`src/rtl/btn_pkg.sv`:
```
`default_nettype none
// ============================================================================
// Module      : btn_pkg
// Description : Shared types and timing helpers for the button event decoder.
//               Holds the gesture state encoding and the default tick counts
//               derived from a 100 MHz clock.
// Revision    : 1.0 - initial release
// ============================================================================
package btn_pkg;

    // Gesture states; explicit 3-bit width keeps the encoding stable.
    typedef enum logic [2:0] {
        IDLE   = 3'd0,
        PRESS1 = 3'd1,
        LONG   = 3'd2,
        WAIT2  = 3'd3,
        PRESS2 = 3'd4
    } btn_state_t;

    localparam int unsigned CLK_HZ    = 100_000_000;
    localparam int unsigned LONG_MS   = 1000;
    localparam int unsigned DCLICK_MS = 300;

    // Converts a duration in milliseconds into clk cycles at CLK_HZ.
    function automatic int unsigned ms_to_ticks(input int unsigned ms);
        return (CLK_HZ / 1000) * ms;
    endfunction

endpackage
`default_nettype wire

```
`src/rtl/edge_detect.sv`:
```
`default_nettype none
// ============================================================================
// Module      : edge_detect
// Description : Rise/fall detector for a clk-synchronous level. The first clk
//               edge after reset only captures the level (priming), so a
//               level already high at reset release never looks like a rise.
// Revision    : 1.0 - initial release
// ============================================================================
module edge_detect (
    input  logic clk,
    input  logic rst_n,
    input  logic i_db,
    output logic o_rise,
    output logic o_fall
);

    logic r_db_q;
    logic r_primed;

    // Track the previous level and mark the detector primed after one edge.
    always_ff @(posedge clk or negedge rst_n) begin
        if (!rst_n) begin
            r_db_q   <= 1'b0;
            r_primed <= 1'b0;
        end else begin
            r_db_q   <= i_db;
            r_primed <= 1'b1;
        end
    end

    assign o_rise = r_primed &  i_db & ~r_db_q;
    assign o_fall = r_primed & ~i_db &  r_db_q;

endmodule
`default_nettype wire

```
`src/rtl/button_event_decoder.sv`:
```
`default_nettype none
// ============================================================================
// Module      : button_event_decoder
// Description : Classifies a debounced button level into single-cycle event
//               pulses: press, release, short press, long press and double
//               click. All pulses are registered.
// Revision    : 1.0 - initial release
// ============================================================================
module button_event_decoder
    import btn_pkg::*;
#(
    parameter int unsigned LONG_TICKS   = ms_to_ticks(LONG_MS),   // >= 2
    parameter int unsigned DCLICK_TICKS = ms_to_ticks(DCLICK_MS)  // >= 2
) (
    input  logic clk,
    input  logic reset,
    input  logic db,
    output logic press_tick,
    output logic release_tick,
    output logic short_press,
    output logic long_press,
    output logic double_click,
    output logic busy
);

    localparam int unsigned c_max_ticks =
        (LONG_TICKS > DCLICK_TICKS) ? LONG_TICKS : DCLICK_TICKS;
    localparam int CNT_W = $clog2(c_max_ticks + 1);

    // Thresholds are compared one below the tick count because the counter
    // is cleared on the entry edge, so the transition edge lands exactly
    // TICKS cycles after the entry pulse.
    localparam logic [CNT_W-1:0] c_long_last   = CNT_W'(LONG_TICKS - 1);
    localparam logic [CNT_W-1:0] c_dclick_last = CNT_W'(DCLICK_TICKS - 1);

    logic             w_rise;
    logic             w_fall;
    btn_state_t       r_state;
    logic [CNT_W-1:0] r_cnt;
    logic             r_press_tick;
    logic             r_release_tick;
    logic             r_short_press;
    logic             r_long_press;
    logic             r_double_click;

    edge_detect u_edge_detect (
        .clk    (clk),
        .rst_n  (reset),
        .i_db   (db),
        .o_rise (w_rise),
        .o_fall (w_fall)
    );

    // Gesture FSM with its dwell counter and registered event pulses.
    always_ff @(posedge clk or negedge reset) begin
        if (!reset) begin
            r_state        <= IDLE;
            r_cnt          <= '0;
            r_press_tick   <= 1'b0;
            r_release_tick <= 1'b0;
            r_short_press  <= 1'b0;
            r_long_press   <= 1'b0;
            r_double_click <= 1'b0;
        end else begin
            r_press_tick   <= 1'b0;
            r_release_tick <= 1'b0;
            r_short_press  <= 1'b0;
            r_long_press   <= 1'b0;
            r_double_click <= 1'b0;
            // Saturating count; any state change below overrides with a clear.
            if (r_cnt != '1) begin
                r_cnt <= r_cnt + 1'b1;
            end

            case (r_state)
                IDLE: begin
                    // A fall here is the release of a button held through reset.
                    if (w_rise) begin
                        r_state      <= PRESS1;
                        r_cnt        <= '0;
                        r_press_tick <= 1'b1;
                    end
                end
                PRESS1: begin
                    // Release beats the long threshold when both coincide.
                    if (w_fall) begin
                        r_state        <= WAIT2;
                        r_cnt          <= '0;
                        r_release_tick <= 1'b1;
                    end else if (r_cnt == c_long_last) begin
                        r_state      <= LONG;
                        r_cnt        <= '0;
                        r_long_press <= 1'b1;
                    end
                end
                LONG: begin
                    if (w_fall) begin
                        r_state        <= IDLE;
                        r_cnt          <= '0;
                        r_release_tick <= 1'b1;
                    end
                end
                WAIT2: begin
                    // A second press on the timeout cycle still counts as a double click.
                    if (w_rise) begin
                        r_state        <= PRESS2;
                        r_cnt          <= '0;
                        r_press_tick   <= 1'b1;
                        r_double_click <= 1'b1;
                    end else if (r_cnt == c_dclick_last) begin
                        r_state       <= IDLE;
                        r_cnt         <= '0;
                        r_short_press <= 1'b1;
                    end
                end
                PRESS2: begin
                    if (w_fall) begin
                        r_state        <= IDLE;
                        r_cnt          <= '0;
                        r_release_tick <= 1'b1;
                    end
                end
                default: begin
                    r_state <= IDLE;
                    r_cnt   <= '0;
                end
            endcase
        end
    end

    assign press_tick   = r_press_tick;
    assign release_tick = r_release_tick;
    assign short_press  = r_short_press;
    assign long_press   = r_long_press;
    assign double_click = r_double_click;
    assign busy         = (r_state != IDLE);

endmodule
`default_nettype wire

```
`config.mk`:
```
export PLATFORM = sky130hd
export DESIGN_NAME = button_event_decoder
export DESIGN_NICKNAME = d
export VERILOG_FILES = /design/src/rtl/btn_pkg.sv /design/src/rtl/edge_detect.sv /design/src/rtl/button_event_decoder.sv
export SDC_FILE = /design/constraint.sdc
export NUM_CORES = 1
export LEC_CHECK = 0
export CORE_MARGIN = 2
export CORE_UTILIZATION = 25
export CTS_CLUSTER_DIAMETER = 80
export DETAILED_ROUTE_END_ITERATION = 7
export SYNTH_ARGS = -nofsm -noshare
export SYNTH_HDL_FRONTEND = slang
export SYNTH_SLANG_ARGS = --single-unit
export TNS_END_PERCENT = 5
```
`constraint.sdc`:
```
create_clock -name clk -period 1.9 [get_ports clk]
set_input_delay 0.38 -clock clk [delete_from_list [all_inputs] [get_ports clk]]
set_output_delay 0.38 -clock clk [all_outputs]
set_load 0.005 [all_outputs]
```
==> flow_metrics.env, run 1 <==
export IMPL_finalSetupTns_ns=-3.00
export IMPL_utilization_pct=35.5
export IMPL_hold_violations=0
export IMPL_yosysWarningCount=0
export IMPL_min_path_type="primary input to asynchronous set/reset pin"
export IMPL_layout_drive_gt1_share_pct=33.2
export IMPL_synth_edf_count=0
export IMPL_gp_congestion=0.821
export IMPL_fin_crit_ns=2.03
export IMPL_violations="setup timing"
export IMPL_dr_pass1_iters=4
export IMPL_power_frac_comb_pct=34.3
export IMPL_synth_top_area_share_pct=44.0
export IMPL_wl_per_cell_microns=13.5
export IMPL_cts_tree="built"
export IMPL_ctsHoldBuffers=0
export IMPL_p_leak_nw=1.23
export IMPL_rows=33
export IMPL_critical_path_class="flop to flop"
export IMPL_ios=9
export IMPL_fillers=839
export IMPL_track_usage_pct=12.9
export IMPL_die_x_microns=95.7
export IMPL_placed_cell_area_sq_mm=0.00271
export IMPL_initialDrtViolationCount=97
export IMPL_syn_area_sq_mm=0.00210
export IMPL_netSwitchingFraction_pct=30.8
export IMPL_slowest_delay_ns=0.52
export IMPL_start_util_pct=25.7
export IMPL_cts_path_max_buffers=2
export IMPL_end_kind="flop"
export IMPL_fin_ws_ns=-0.129
export IMPL_finalNetCount=289
export IMPL_core_area_sq_mm=0.00818
export IMPL_dieArea_sq_mm=0.00916
export IMPL_fin_skew_ns=0.00685
export IMPL_ir_worst_vdd_uv=265
export IMPL_cts_made_buffers=5
export IMPL_cellInternalPower_mw=1.60
export IMPL_slew_viol_final=0
export IMPL_vias=1934
export IMPL_grt_pass1_vias=1906
export IMPL_setup_viol=28
export IMPL_worstPathCellList="buf_4 > and4_1 > and4_1 > and3_4 > buf_12 > or4_1 > a21oi_2"
export IMPL_instances_no_fill=391
export IMPL_fmax_mhz=493
export IMPL_status="finished with violations"
export IMPL_syn_area_per_cell_sq_um=9.56
export IMPL_drc_errors=0
export IMPL_cp_start_kind="flop"
export IMPL_pre_cts_ws_ns=-0.361
export IMPL_path_clk_slew_ns=0.08
export IMPL_routed_wl_microns=5290
export IMPL_critPathArrivalTime_ns=2.26
export IMPL_ys_seq_area_share_pct=44.0
export IMPL_cp_required_ns=2.13
export IMPL_max_cap_violations=0
export IMPL_clk_latency_ns=0.29
export IMPL_whs_ns=0.0247
export IMPL_min_period_over_period_pct=107
export IMPL_crit_fanout=8
export IMPL_clkPwrFrac_pct=26.4
export IMPL_ys_flop_type="dfrtp_1"
export IMPL_synthTopCellsByArea="dfrtp_1, nor2_1, a21oi_1, o31ai_1, or4_1"
export IMPL_n_antenna_cell=0
export IMPL_numPortBuffers=8
export IMPL_power_switching_uw=714
export IMPL_fin_area_sq_mm=0.00290
export IMPL_synth_nets=224
export IMPL_ys_types=51
export IMPL_async_flop_share_pct=100
export IMPL_grt_overflow=0
export IMPL_power_total_mw=2.31
export IMPL_grt_max_degree=20
export IMPL_drtAntennaViolNets=0
export IMPL_path_delay_family="simple AND/OR/NAND/NOR gates"
export IMPL_area_growth_pct=38.0
export IMPL_place_inst=381
export IMPL_power_density_mw_per_mm2=798
export IMPL_place_hpwl_microns=3940
export IMPL_critPathMostFrequentCell="and4_1"
export IMPL_clock_sinks=37
export IMPL_p_seq_share_pct=39.3
export IMPL_fp_dieH_microns=95.7
export IMPL_slowest_stage="or4_1"
export IMPL_routed_via_density=4.95
export IMPL_antenna_found_initial=0
export IMPL_synth_seq_cells=37
export IMPL_root_buffer="clkbuf_8"
export IMPL_rsz0062_at_grt="yes"
export IMPL_htreeDepth=2
export IMPL_worstPathBufferInverterCount=2
export IMPL_grt_pass1_wl_microns=9190
export IMPL_syn_inst=220
export IMPL_synth_top_area_cell="dfrtp_1"
## timing repair
action,CTS,global route
setup buffers,1,1
setup endpoints to repair,30,29
resized for setup,13,4
cloned,1,0
pin swaps,3,3
## registers in the layout (all words and copies together) (netlist names)
name,flops
r_cnt,27
r_state,3
double_click,1
long_press,1
press_tick,1
release_tick,1
short_press,1
u_edge_detect.r_db_q,1
u_edge_detect.r_primed,1
## power groups by stage
stage | combinational (mW) | clock, mW | sequential [mW]
4_1_cts | 0.805 | 0.640 | 0.908
3_3_place_gp | 0.656 | 0 | 0.921
3_5_place_dp | 0.673 | 0 | 0.921
6_report | 0.794 | 0.612 | 0.909
2_1_floorplan | 0.508 | 0 | 0.902
5_1_grt | 0.881 | 0.675 | 0.922
## kinds of logic (layout without fill, tap and decap cells)
group | Yosys count | count (layout) | synth area share [%]
buffers and inverters | 16 | 82 | 5.35
xor gates and xnor gates | 8 | 8 | 3.33
adders and majority gates | 1 | 1 | 0.595
muxes | 4 | 4 | 1.90
DFF | 37 | 37 | 44.0
other | 1 | 1 | 0.178
and+or+nand+nor | 107 | 107 | 30.5
AOI/OAI and AO/OA | 46 | 46 | 14.1
## cell usage after synthesis (2+ instances only)
| library cell | instances |
|---|---|
| a21oi_1 | 16 |
| a31o_2 | 2 |
| a31oi_1 | 3 |
| and3_1 | 5 |
| and3_2 | 2 |
| and4_1 | 3 |
| buf_12 | 2 |
| buf_2 | 4 |
| buf_4 | 2 |
| clkbuf_1 | 2 |
| dfrtp_1 | 37 |
| inv_1 | 5 |
| mux2i_1 | 4 |
| nand2_1 | 15 |
| nand2b_1 | 4 |
| nand3_1 | 8 |
| nand3b_1 | 2 |
| nand4_1 | 6 |
| nor2_1 | 24 |
| nor3_1 | 4 |
| nor4_1 | 2 |
| nor4_2 | 3 |
| nor4b_1 | 2 |
| o21ai_0 | 7 |
| o31ai_1 | 10 |
| or2_2 | 2 |
| or3_1 | 4 |
| or4_1 | 10 |
| or4b_1 | 2 |
| xnor2_1 | 3 |
| xor2_1 | 5 |
## cell type report
cell class | instances | area [sq um] | area share [%]
clock buffers | 7 | 96.3 | 3.32
clock inverters | 1 | 5.00 | 0.172
inverters | 5 | 18.8 | 0.647
multi-input cells | 167 | 1130 | 38.9
flip-flops and latches | 37 | 927 | 32.0
well taps | 105 | 131 | 4.53
repair buffers | 69 | 593 | 20.4
## per-layer routing
| layer | vias to the layer above | part of all wire [%] | wire (microns) | GRT usage (%) |
|---|---|---|---|---|
| li1 | 955 | - | - | - |
| met1 | 949 | 47 | 2470 | 17.4 |
| met2 | 24 | 49 | 2620 | 21.3 |
| met3 | 6 | 2.8 | 149 | 2.58 |
| met4 | 0 | 0.91 | 48 | 2.86 |
| met5 | - | 0 | 0 | 0 |
## worst paths after layout
check                           start            to  slack [ns]  depth (start not counted)
setup / recovery            r_cnt[20]     r_cnt[23]       -0.13                          7
hold / removal                  reset  double_click        0.02                          1
setup reg to reg            r_cnt[20]     r_cnt[23]       -0.13                          7
hold reg to reg            r_state[2]   short_press        0.56                          2
max in group asynchronous       reset     r_cnt[26]        1.42                          2
min in group clk           r_state[2]   short_press        0.56                          2
## cell usage in the layout, fill, tap and decap left out, types with 2 or more instances in the layout
cell type,count
buf_4,56
dfrtp_1,36
nor2_1,24
nand2_1,15
a21oi_1,13
or4_1,10
o31ai_1,10
nand3_1,8
clkbuf_8,7
nand4_1,6
o21ai_0,6
clkdlybuf4s50_1,6
inv_1,5
xor2_1,5
and3_1,4
nor3_1,4
or3_1,4
nand2b_1,4
mux2i_1,4
and4_1,3
a31oi_1,3
xnor2_1,3
a21oi_2,3
buf_12,3
nor4_4,2
nor4_2,2
and3_2,2
or4b_4,2
nand3b_1,2
a31o_2,2
or2_2,2
(Power assumes the default switching activity.)
==> run 2: changes to the inputs <==
--- a/config.mk
+++ b/config.mk
@@ -5,10 +5,12 @@
 export SDC_FILE = /design/constraint.sdc
 export NUM_CORES = 1
 export LEC_CHECK = 0
+export CORE_ASPECT_RATIO = 1.4
 export CORE_MARGIN = 2
 export CORE_UTILIZATION = 25
 export CTS_CLUSTER_DIAMETER = 80
 export DETAILED_ROUTE_END_ITERATION = 7
+export SLEW_MARGIN = 0
 export SYNTH_ARGS = -nofsm -noshare
 export SYNTH_HDL_FRONTEND = slang
 export SYNTH_SLANG_ARGS = --single-unit
==> flow_metrics.env, run 2 (synthesized netlist as in run 1, its figures left out) <==
export IMPL_status="finished with violations"
export IMPL_violations="setup timing"
export IMPL_fmax_mhz=485
export IMPL_fin_skew_ns=0.00425
export IMPL_grt_max_degree=28
export IMPL_worstSetupStartpoint="r_cnt[20]"
export IMPL_top_regs="r_cnt x27, r_state x3"
export IMPL_final_common_cell="buf_4"
export IMPL_grt_pass1_wl_microns=9330
export IMPL_root_buffer="clkbuf_16"
export IMPL_area_growth_pct=36.0
export IMPL_wl_per_cell_microns=13.7
export IMPL_place_inst=375
export IMPL_power_frac_comb_pct=28.4
export IMPL_cts_tree="built"
export IMPL_crit_fanout=27
export IMPL_layout_cells_most_common_list="buf_4, dfrtp_1, nor2_1"
export IMPL_cellInternalPower_mw=1.68
export IMPL_post_cts_setup_buffer_count=0
export IMPL_ir_worst_vdd_uv=352
export IMPL_netSwitchingFraction_pct=29.4
export IMPL_ios=9
export IMPL_layout_drive_gt1_share_pct=29.5
export IMPL_r2r_end="r_cnt[5]"
export IMPL_numPortBuffers=8
export IMPL_antenna_found_initial=0
export IMPL_n_antenna_cell=0
export IMPL_gp_congestion=0.827
export IMPL_fp_dieH_microns=113
export IMPL_slew_viol_final=0
export IMPL_core_area_sq_mm=0.00815
export IMPL_reg2reg_from="r_cnt[20]"
export IMPL_fin_crit_ns=2.06
export IMPL_cp_required_ns=2.06
export IMPL_finalNetCount=284
export IMPL_start_util_pct=25.8
export IMPL_die_x_microns=81.5
export IMPL_clk_latency_ns=0.28
export IMPL_r2r_setup_slack_ns=-0.16
export IMPL_instances_no_fill=383
export IMPL_p_leak_nw=1.24
export IMPL_critPathArrivalTime_ns=2.22
export IMPL_min_period_over_period_pct=109
export IMPL_dr_pass1_iters=4
export IMPL_placed_cell_area_sq_mm=0.00267
export IMPL_fin_ws_ns=-0.163
export IMPL_path_clk_slew_ns=0.05
export IMPL_utilization_pct=35.1
export IMPL_largest_register_ffs=27
export IMPL_vias=1919
export IMPL_hold_violations=0
export IMPL_dieArea_sq_mm=0.00917
export IMPL_setup_viol=28
export IMPL_drc_errors=0
export IMPL_fin_area_sq_mm=0.00286
export IMPL_max_cap_violations=0
export IMPL_routed_wl_microns=5260
export IMPL_top_register="r_cnt"
export IMPL_place_hpwl_microns=3970
export IMPL_clkPwrFrac_pct=33.6
export IMPL_finalSetupTns_ns=-4.19
export IMPL_critical_path_class="flop to flop"
export IMPL_cts_path_max_buffers=2
export IMPL_p_seq_share_pct=38.0
export IMPL_power_switching_uw=700
export IMPL_end_kind="flop"
export IMPL_whs_ns=0.0461
export IMPL_cp_start_kind="flop"
export IMPL_power_density_mw_per_mm2=831
export IMPL_reg2reg_depth=7
export IMPL_drtAntennaViolNets=0
export IMPL_grt_overflow=0
export IMPL_cts_made_buffers=5
export IMPL_routed_via_density=5.01
export IMPL_rsz0062_at_grt="yes"
export IMPL_track_usage_pct=13.2
export IMPL_clock_sinks=37
export IMPL_min_path_type="primary input to asynchronous set/reset pin"
export IMPL_htreeDepth=2
export IMPL_grt_pass1_vias=1990
export IMPL_initialDrtViolationCount=104
export IMPL_rows=39
[run 2: how the worst max path moves through the flow]
stage | to | slack [ns] | cells after the start
5_1_grt | r_cnt[15] | -0.23 | 6
3_3_place_gp | r_cnt[13] | -0.27 | 7
6_report | r_cnt[5] | -0.16 | 7
3_5_place_dp | r_cnt[13] | -0.31 | 7
2_1_floorplan | r_cnt[17] | -0.06 | 7
4_1_cts | r_cnt[15] | -0.16 | 7
[run 2: routing by layer]
layer	wire (microns)	global-route usage, %	vias up
met5	0	0	-
met4	204	7.34	0
met3	156	2.89	14
met2	2720	23.0	27
met1	2180	14.4	941
li1	-	-	937
[run 2: per-stage QoR]
step | setup WS, ns | power [mW]
after detailed placement | -0.309 | 1.59
after floorplan | -0.0632 | 1.41
after global placement | -0.270 | 1.58
final | -0.163 | 2.38
after global routing | -0.231 | 2.52
after CTS | -0.161 | 2.41
[run 2: area by class of cell]
class / instances / area, sq um
timing repair buffer: 64 / 523
sequential: 37 / 927
tap: 102 / 128
clock buffer: 8 / 136
multi-input combinational: 167 / 1130
inverter: 5 / 18.8
fill: 828 / 5290
[run 2: repair_timing]
| item | CTS | global route |
|---|---|---|
| pin swaps | 1 | 2 |
| hold buffers | 0 | 0 |
| hold endpoints to repair | 0 | 0 |
| resized for setup | 9 | 7 |
| endpoints found under the setup margin | 30 | 29 |
[run 2: power by group through the flow]
stage | clock [mW] | combinational, mW | sequential, mW
final | 0.799 | 0.675 | 0.904
after global routing | 0.861 | 0.749 | 0.912
after CTS | 0.823 | 0.682 | 0.904
after detailed placement | 0 | 0.677 | 0.917
after global placement | 0 | 0.665 | 0.914
after floorplan | 0 | 0.508 | 0.902
[run 2: worst max-delay path, cell delays in order, from the launching register on]
cell and delay, ns:
dfrtp_1 0.37, or4b_4 0.55, nor4_4 0.28, buf_4 0.17, a31o_4 0.15, o211a_1 0.17
buf_12 0.18, a21oi_1 0.06
==> run 3: changes to the inputs <==
--- a/config.mk
+++ b/config.mk
@@ -8,7 +8,6 @@
 export CORE_ASPECT_RATIO = 1.4
 export CORE_MARGIN = 2
 export CORE_UTILIZATION = 25
-export CTS_CLUSTER_DIAMETER = 80
 export DETAILED_ROUTE_END_ITERATION = 7
 export SLEW_MARGIN = 0
 export SYNTH_ARGS = -nofsm -noshare
==> results of run 3 <==
Same layout as run 2: the final DEF is identical, and so are final timing and power.
